<file path="src/rtl/sha2_pkg.sv">
// Shared SHA-2 definitions: hash-size encodings, round counts, sequencer states.
package sha2_pkg;

   typedef enum logic [1:0] {
      HS_ILLEGAL = 2'b00,
      HS_SHA256  = 2'b01,
      HS_SHA384  = 2'b10,
      HS_SHA512  = 2'b11
   } hash_size_e;

   localparam int SHA256_ROUNDS = 64;
   localparam int SHA512_ROUNDS = 80;
   localparam int FFWD_LEN      = 4;

   typedef enum logic [1:0] {
      ST_IDLE,
      ST_RUN,
      ST_FFWD,
      ST_DONE
   } state_e;

   // Highest count RUN may reach (R-5); the next count (R-4) starts the feed-forward.
   function automatic logic [6:0] run_max_cnt(input hash_size_e hs);
      return (hs == HS_SHA256) ? 7'(SHA256_ROUNDS - FFWD_LEN - 1)
                               : 7'(SHA512_ROUNDS - FFWD_LEN - 1);
   endfunction

endpackage

</file>
<file path="src/rtl/sha_ffwd_add.sv">
// Feed-forward adder: 64-bit modular add, or 32-bit add zero-extended for SHA-256.
module sha_ffwd_add (
   input  logic [63:0] x_i,
   input  logic [63:0] y_i,
   input  logic        mode32_i,
   output logic [63:0] sum_o
);

   logic [31:0] sum32;
   logic [63:0] sum64;

   // Both widths wrap naturally; the SHA-256 carry out of bit 31 is dropped.
   assign sum32 = x_i[31:0] + y_i[31:0];
   assign sum64 = x_i + y_i;
   assign sum_o = mode32_i ? {32'h0, sum32} : sum64;

endmodule

</file>
<file path="src/rtl/sha_hout_ffwd.sv">
// SHA-2 round sequencer and digest feed-forward writer into the hash-state bank.
module sha_hout_ffwd
   import sha2_pkg::*;
(
   input  logic         clk,
   input  logic         rst,
   input  logic         start,
   input  logic         blk_start,
   input  logic         last_blk,
   input  logic [1:0]   hash_size,
   input  logic         rnd_en,
   input  logic         work_valid,
   input  logic [511:0] work_state,
   input  logic [63:0]  hin_init_a,
   input  logic [63:0]  hin_init_e,
   output logic         hin_start,
   output logic [6:0]   cnt,
   output logic [63:0]  hin_init_a_new,
   output logic [63:0]  hin_init_e_new,
   output logic         busy,
   output logic         digest_valid,
   output logic         err
);

   state_e      state_q;
   logic [6:0]  cnt_q;
   hash_size_e  size_q;
   logic        last_q;
   logic        hin_start_q;
   logic        err_q;
   logic        digest_valid_q;
   // Words 0..3 = a..d (A lane), 4..7 = e..h (E lane); index 3/7 feeds the adders.
   logic [63:0] work_q [8];

   logic [6:0]  run_max;
   logic [6:0]  ffwd_last;
   logic        start_ok;
   logic        in_ffwd;
   logic [63:0] sum_a;
   logic [63:0] sum_e;

   assign run_max   = run_max_cnt(size_q);
   assign ffwd_last = run_max + 7'(FFWD_LEN);
   assign start_ok  = start && (hash_size != HS_ILLEGAL);
   assign in_ffwd   = (state_q == ST_FFWD);

   // Sequencer FSM with round counter, operand shift register and registered pulses.
   always_ff @(posedge clk or negedge rst) begin
      if (!rst) begin
         state_q        <= ST_IDLE;
         cnt_q          <= '0;
         size_q         <= HS_SHA256;
         last_q         <= 1'b0;
         hin_start_q    <= 1'b0;
         err_q          <= 1'b0;
         digest_valid_q <= 1'b0;
         // NOTE: the small operand array is reset explicitly so a reset mid-FFWD
         // leaves no stale working variables behind.
         work_q         <= '{default: '0};
      end else begin
         // NOTE: every register here uses <= so all of them see pre-edge values.
         hin_start_q    <= 1'b0;
         err_q          <= 1'b0;
         digest_valid_q <= 1'b0;
         case (state_q)
            ST_IDLE: begin
               cnt_q <= '0;
               if (start) begin
                  if (start_ok) begin
                     hin_start_q <= 1'b1;
                     size_q      <= hash_size_e'(hash_size);
                     last_q      <= last_blk;
                     state_q     <= ST_RUN;
                  end else begin
                     err_q <= 1'b1;
                  end
               end else if (blk_start) begin
                  last_q  <= last_blk;
                  state_q <= ST_RUN;
               end
            end
            ST_RUN: begin
               if (start_ok) begin
                  // Abort the block and restart from the IV.
                  hin_start_q <= 1'b1;
                  size_q      <= hash_size_e'(hash_size);
                  last_q      <= last_blk;
                  cnt_q       <= '0;
               end else begin
                  err_q <= start;
                  if (work_valid && (cnt_q == run_max)) begin
                     for (int i = 0; i < 8; i++) begin
                        work_q[i] <= work_state[511 - 64*i -: 64];
                     end
                     cnt_q   <= cnt_q + 7'd1;
                     state_q <= ST_FFWD;
                  end else if (rnd_en && (cnt_q != run_max)) begin
                     cnt_q <= cnt_q + 7'd1;
                  end
               end
            end
            ST_FFWD: begin
               // Present d/h, then c/g, b/f, a/e at the lane heads.
               for (int i = 3; i > 0; i--) begin
                  work_q[i]   <= work_q[i-1];
                  work_q[i+4] <= work_q[i+3];
               end
               work_q[0] <= '0;
               work_q[4] <= '0;
               if (cnt_q == ffwd_last) begin
                  cnt_q          <= '0;
                  digest_valid_q <= last_q;
                  state_q        <= last_q ? ST_DONE : ST_IDLE;
               end else begin
                  cnt_q <= cnt_q + 7'd1;
               end
            end
            ST_DONE: begin
               state_q <= ST_IDLE;
            end
            default: begin
               state_q <= ST_IDLE;
            end
         endcase
      end
   end

   sha_ffwd_add u_add_a (
      .x_i      (hin_init_a),
      .y_i      (work_q[3]),
      .mode32_i (size_q == HS_SHA256),
      .sum_o    (sum_a)
   );

   sha_ffwd_add u_add_e (
      .x_i      (hin_init_e),
      .y_i      (work_q[7]),
      .mode32_i (size_q == HS_SHA256),
      .sum_o    (sum_e)
   );

   assign hin_init_a_new = in_ffwd ? sum_a : '0;
   assign hin_init_e_new = in_ffwd ? sum_e : '0;
   assign hin_start      = hin_start_q;
   assign cnt            = cnt_q;
   assign busy           = (state_q != ST_IDLE);
   assign digest_valid   = digest_valid_q;
   assign err            = err_q;

endmodule
</file>
<file path="config.mk">
export PLATFORM = sky130hd
export DESIGN_NAME = sha_hout_ffwd
export DESIGN_NICKNAME = d
export VERILOG_FILES = /design/src/rtl/sha2_pkg.sv /design/src/rtl/sha_ffwd_add.sv /design/src/rtl/sha_hout_ffwd.sv
export SDC_FILE = /design/constraint.sdc
export NUM_CORES = 2
export LEC_CHECK = 0
export CAP_MARGIN = 20
export CORE_MARGIN = 2
export CORE_UTILIZATION = 35
export DETAILED_ROUTE_END_ITERATION = 8
export GPL_ROUTABILITY_DRIVEN = 1
export PLACE_DENSITY_LB_ADDON = 0.12
export SLEW_MARGIN = 10
export SYNTH_ARGS = -nofsm -noshare
export SYNTH_HDL_FRONTEND = slang
export SYNTH_SLANG_ARGS = --single-unit
</file>
<file path="constraint.sdc">
create_clock -name clk -period 6.1 [get_ports clk]
set_input_delay 1.22 -clock clk [delete_from_list [all_inputs] [get_ports clk]]
set_output_delay 1.22 -clock clk [all_outputs]
set_load 0.05 [all_outputs]
</file>
======== Yosys cells after proc, flatten, opt, wreduce, memory -nomap -nowiden ========
Index checks and enable logic that the tools add are counted.
word-level totals
  flip-flop bits (word level) ............. 527
  bits in latches ......................... 0
  memory bits (writable) .................. 0
  ROM bits ................................ 0
  output and inout port bits .............. 139
  word-level logic and storage cells ...... 86
  memories kept ........................... 0
cells by class
  $add $sub $neg .......................... 6
  $mul .................................... 0
  divide/modulo/power cells ............... 0
  order comparisons ....................... 0
  equal/unequal tests ..................... 14
  shifts and indexed selects .............. 0
  muxes and demuxes ....................... 37
  bitwise gates (word level) .............. 0
  reduce and logical (&&, ||, !) cells .... 14
operator list
  operator               count
  $mux W512              2
  $pmux W512 S2          1
  $mux W64               4
  $add A64 B64 Y64       2
  $add A32 B32 Y32       2
  $mux W7                5
  $pmux W7 S3            1
  $mux W2                9
  $eq A7 B7 Y1           2
  $mux W1                10
  $pmux W2 S4            1
  $reduce_bool A2 Y1     4
  $add A7 B1 Y7 const B  1
  $add A7 B3 Y7 const B  1
  $ne A7 B7 Y1           1
  $ne A2 B2 Y1 const B   3
  $ne A3 B3 Y1 const B   2
  $pmux W1 S2            3
  $reduce_and A2 Y1      3
  $reduce_and A5 Y1      1
  $eq A2 B1 Y1 const B   2
  $eq A2 B2 Y1 const B   2
  $ne A4 B4 Y1 const B   1
  $pmux W2 S2            1
  5 further kinds        7

======== Logic depth before layout (Yosys ltp) ========
  depth in word-level cells ............... 8
  gate-level depth with buffers ........... 12
  mapped depth without buffers ............ 12

======== Cells and area by module ========
Synthesis repeated with hierarchy kept, for this count alone.
unflattened totals
  cells, all modules ...................... 3,387
  area, all modules ....................... 31,685.4 um^2
by module, submodules not included
  module                   instances  cells an instance  area each (um^2)  seq. area each (um^2)
  sha_hout_ffwd            1          2,191              23,662.7          13,188.9
  sha_ffwd_add at u_add_a  1          610                4,151.5           0.0
  sha_ffwd_add at u_add_e  1          586                3,871.2           0.0

======== Least setup slack after synthesis ========
Ideal clock, no wire load.
  path type ............................... input-to-output
  start point ............................. input hin_init_a[8]
  end point ............................... output hin_init_a_new[31]
  arrival time ............................ 4.730 ns
  data required time ...................... 4.880 ns
  setup slack ............................. 0.150 ns
  stages .................................. 9
  path buffers ............................ 0
  path through ............................ ha_1 > a21oi_1 > a21boi_0 > a311o_1 > o21a_1 > nor2_1 > o31a_1 > o31a_1 > o311ai_0
between the ends
  longest elaborated chain between the ends .. 3
ends and longest elaborated chain
  item                                                  line                                    text
  start: declaration                                    sha_hout_ffwd.sv:14                     input logic [63:0] hin_init_a,
  $add A64 B64 Y64 or $add A32 B32 Y32 (tied branches)  sha_ffwd_add.sv:14, sha_ffwd_add.sv:13
  $mux W64 (*)                                          sha_ffwd_add.sv:15                      assign sum_o = mode32_i ? {32'h0, sum32} : sum64;
  $mux W64 (*)                                          sha_hout_ffwd.sv:142                    assign hin_init_a_new = in_ffwd ? sum_a : '0;
  end: declaration                                      sha_hout_ffwd.sv:18                     output logic [63:0] hin_init_a_new,
Every way passes the cells marked *; elsewhere a longest branch is shown, timed or not.

======== Worst setup path in the final report ========
  start point ............................. input hin_init_a[0]
  end point ............................... output hin_init_a_new[62]
between the ends
  longest elaborated chain between the ends .. 3
ends and longest elaborated chain
  item              line                  text
  $add A64 B64 Y64  sha_ffwd_add.sv:14    assign sum64 = x_i + y_i;
  $mux W64          sha_ffwd_add.sv:15
  $mux W64          sha_hout_ffwd.sv:142
Every way passes these cells.

==> results.cfg <==
[synthesis]
synth_seq_area_share_pct = 42.0
synth_top_area_cell = dfrtp_1
synth_cell_types = 96
synthXorXnorAreaFrac_pct = 2.45
synth_most_common_cell = dfrtp_1
synth_top_family_by_area = compound AO/OA/AOI/OAI gates
synth_area_per_cell_um2 = 9.34
synth_adder_area_share_pct = 5.34
synth_top_area_share_pct = 41.9
async_flop_share_pct = 100
yosys.area_share.simple_pct = 13.3
ys_top_cells_by_area = dfrtp_1 42%, mux2i_1 13%, o21ai_0 7.6%
synth_seq_cells = 527
syn-num-nets = 4148
syn_area_um2 = 31400
postSynthCellCount = 3366
synth-edff-count = 0
yosysWarnings = 0
synth_compound_area_share_pct = 20.6
synth_commonest_cells = 526 x dfrtp_1, 516 x nand2_1, 480 x o21ai_0, 395 x mux2i_1, 159 x clkbuf_1
synthMuxAreaShare_pct = 12.7
ys.flop_type = dfrtp_1

[critical_path]
crit_path_start_kind = input pin
r2r_cells = 7
cp_max_fo = 4
worstPathRequired_ns = 4.88
end_kind = output port
cp_data_arrival_time_ns = 4.71
critical_path_class = input pin to output port
worstReg2RegEnd = work_q[306]
r2r-start = state_q[0]
ff2ff_setup_slack_ns = 2.78

[sta]
setup_violations = 0
skew_ns = 0.0157
finalCritPeriodShare_pct = 97.2
post-route-min-period_ns = 5.93
max-slew-margin-rel_pct = 33.5
maxSlewViolCount = 0
timing.hold.ws_ns = 0.475
hold_violations = 0
worst_pin_slew_ns = 0.996
fmax_mhz = 169

[detailed_routing]
post_drt_wl_per_cell_um = 23.2
firstDrtPassIters = 5
ant_nets = 0
drt_wl_total_mm = 123
vias_per_cell = 5.27
via_count = 27800
route.detailed.drc = 0
drtIter0Drc = 1903

[worst_hold_path]
worstHoldStart = work_q[326]
min_to = work_q[326]
min_path_type = register to register
hold-path-cell-count = 2

[placement]
portBuffers = 787
place_inst = 5141
gp_congestion = 0.905
dp_hpwl_mm = 97.0
place_area_um2 = 41000

[die]
fp-row-count = 109
die-area_um2 = 92200
start_util_pct = 35.5
fp.dieH_um = 304
coreArea_um2 = 88600
die_w_um = 304
ioPinCount = 788

[clocking]
clockBufferDepth = 3
postCtsHoldBufs = 0
cts_tree = yes
htreeDepth = 3
clk_pin_slew_worst_paths_ns = 0.06
cts_sinks = 527
insertion_delay_ns = 0.63
clockRootBuffer = clkbuf_16
numCtsBuffers = 67

[grt]
grt_pass1_wl_mm = 181
grt-ovfl-total = 0
antenna_found_initial = 45
grt_max_degree = 133
grt_pass1_vias = 27200
grtUsageTotal_pct = 25.9

[power]
p_leak_nw = 19.0
power_density_nw_per_um2 = 510
peakVddDrop_v = 0.000323
finalPower_mw = 22.1

[finish]
synthToLayoutAreaGrowth_pct = 37.9
final_area_um2 = 43400
final.fill_count = 8521
layout-drive-gt1-share_pct = 7.79
final_nets = 4828
finalNonFillerCells = 5272

[flow_run]
drv_cap = 0

[outcome]
status = complete, no violations
worst max-delay path, stage by stage:
cell and delay (ns):
clkdlybuf4s50_1 0.48, ha_1 0.23, inv_1 0.07, fa_1 0.39, nand2b_1 0.19, a21oi_1 0.19, o21a_1 0.24, o21ai_0 0.13
a21oi_1 0.24, buf_4 0.18, o211ai_1 0.21, a21boi_1 0.33, a21oi_1 0.14, mux2i_1 0.26, buf_12 0.18
state kept, by name (all words and copies together), names as in the netlist:
| register | count |
|---|---|
| cnt | 7 |
| digest_valid | 1 |
| err | 1 |
| hin_start | 1 |
| last_q | 1 |
| size_q | 2 |
| state_q | 2 |
| work_q | 512 |
stage by stage:
stage | utilization (%) | TNS (ns) | setup WS [ns]
2_1_floorplan | - | 0 | 0.150
3_3_place_gp | 46.3 | 0 | 0.0956
3_5_place_dp | 46.3 | 0 | 0.101
4_1_cts | 48.8 | 0 | 0.0815
5_1_grt | 48.9 | -0.0112 | -0.0112
6_report | 48.9 | 0 | 0.170
kinds of logic (layout without fill, tap and decap cells):
family,Yosys count,count (layout)
AO/OA/AOI/OAI,1029,1029
AND/OR/NAND/NOR,920,920
flip-flops,527,527
multiplexers,398,398
buffers and inverters,271,999
adder cells (fa/ha/maj),133,133
XOR/XNOR,88,88
other,0,13
repair_timing:
item / in CTS / in global routing
endpoints found under the setup margin: 0 / 17
resized for setup: 0 / 12
setup buffers: 0 / 1
layout make-up:
type	instances	area [um^2]	share of cell area, %
clock buffers	99	2010	4.63
multi-input cells	2568	17200	39.6
diodes	13	32.5	0.0750
flip-flops and latches	527	13200	30.4
inverters	45	169	0.390
clock inverters	18	250	0.577
well taps	1165	1460	3.36
repair buffers	837	9090	21.0
placed cells by master (no fill, tap or decap), drive strengths merged, types with 39 or more instances in the layout:
| cell | synthesis | final |
|---|---|---|
| inv | 45 | 50 |
| nor3 | 39 | 39 |
| xnor2 | 53 | 53 |
| clkbuf | 166 | 99 |
| a21o | 68 | 68 |
| nand4 | 52 | 52 |
| clkdlybuf4s50 | 1 | 679 |
| nand2 | 516 | 516 |
| o21ai | 490 | 490 |
| dfrtp | 526 | 526 |
| a21oi | 161 | 161 |
| mux2i | 395 | 395 |
| buf | 56 | 158 |
| a22o | 129 | 129 |
| and2 | 69 | 69 |
| ha | 131 | 131 |
| nor2 | 102 | 102 |
worst max path at each step:
stage | slack [ns] | from | endpoint | cells past startpoint
floorplan | 0.15 | hin_init_a[8] | hin_init_a_new[31] | 9
global placement | 0.1 | hin_init_e[0] | hin_init_e_new[56] | 13
detailed placement | 0.10 | hin_init_e[0] | hin_init_e_new[46] | 15
CTS | 0.08 | hin_init_e[0] | hin_init_e_new[56] | 13
global route | -0.01 | hin_init_e[0] | hin_init_e_new[56] | 14
finish | 0.17 | hin_init_a[0] | hin_init_a_new[62] | 15
metal layers:
metal / track usage, % / up-vias / part of all wire, %
met4: 6.93 / 54 / 2.3
li1: - / 13500 / -
met1: 34.5 / 13300 / 45
met5: 0 / - / 0.29
met2: 42.4 / 725 / 47
met3: 5.96 / 183 / 5.6
power breakdown:
group	total (mW)	internal [mW]	leakage [nW]	switching, mW
registers	5.52	4.69	6.84	0.832
clock network	4.09	2.46	1.12	1.63
logic	12.5	4.91	11.0	7.59
total	22.1	12.1	19.0	10.1
Power figures use the tool's default switching activity.
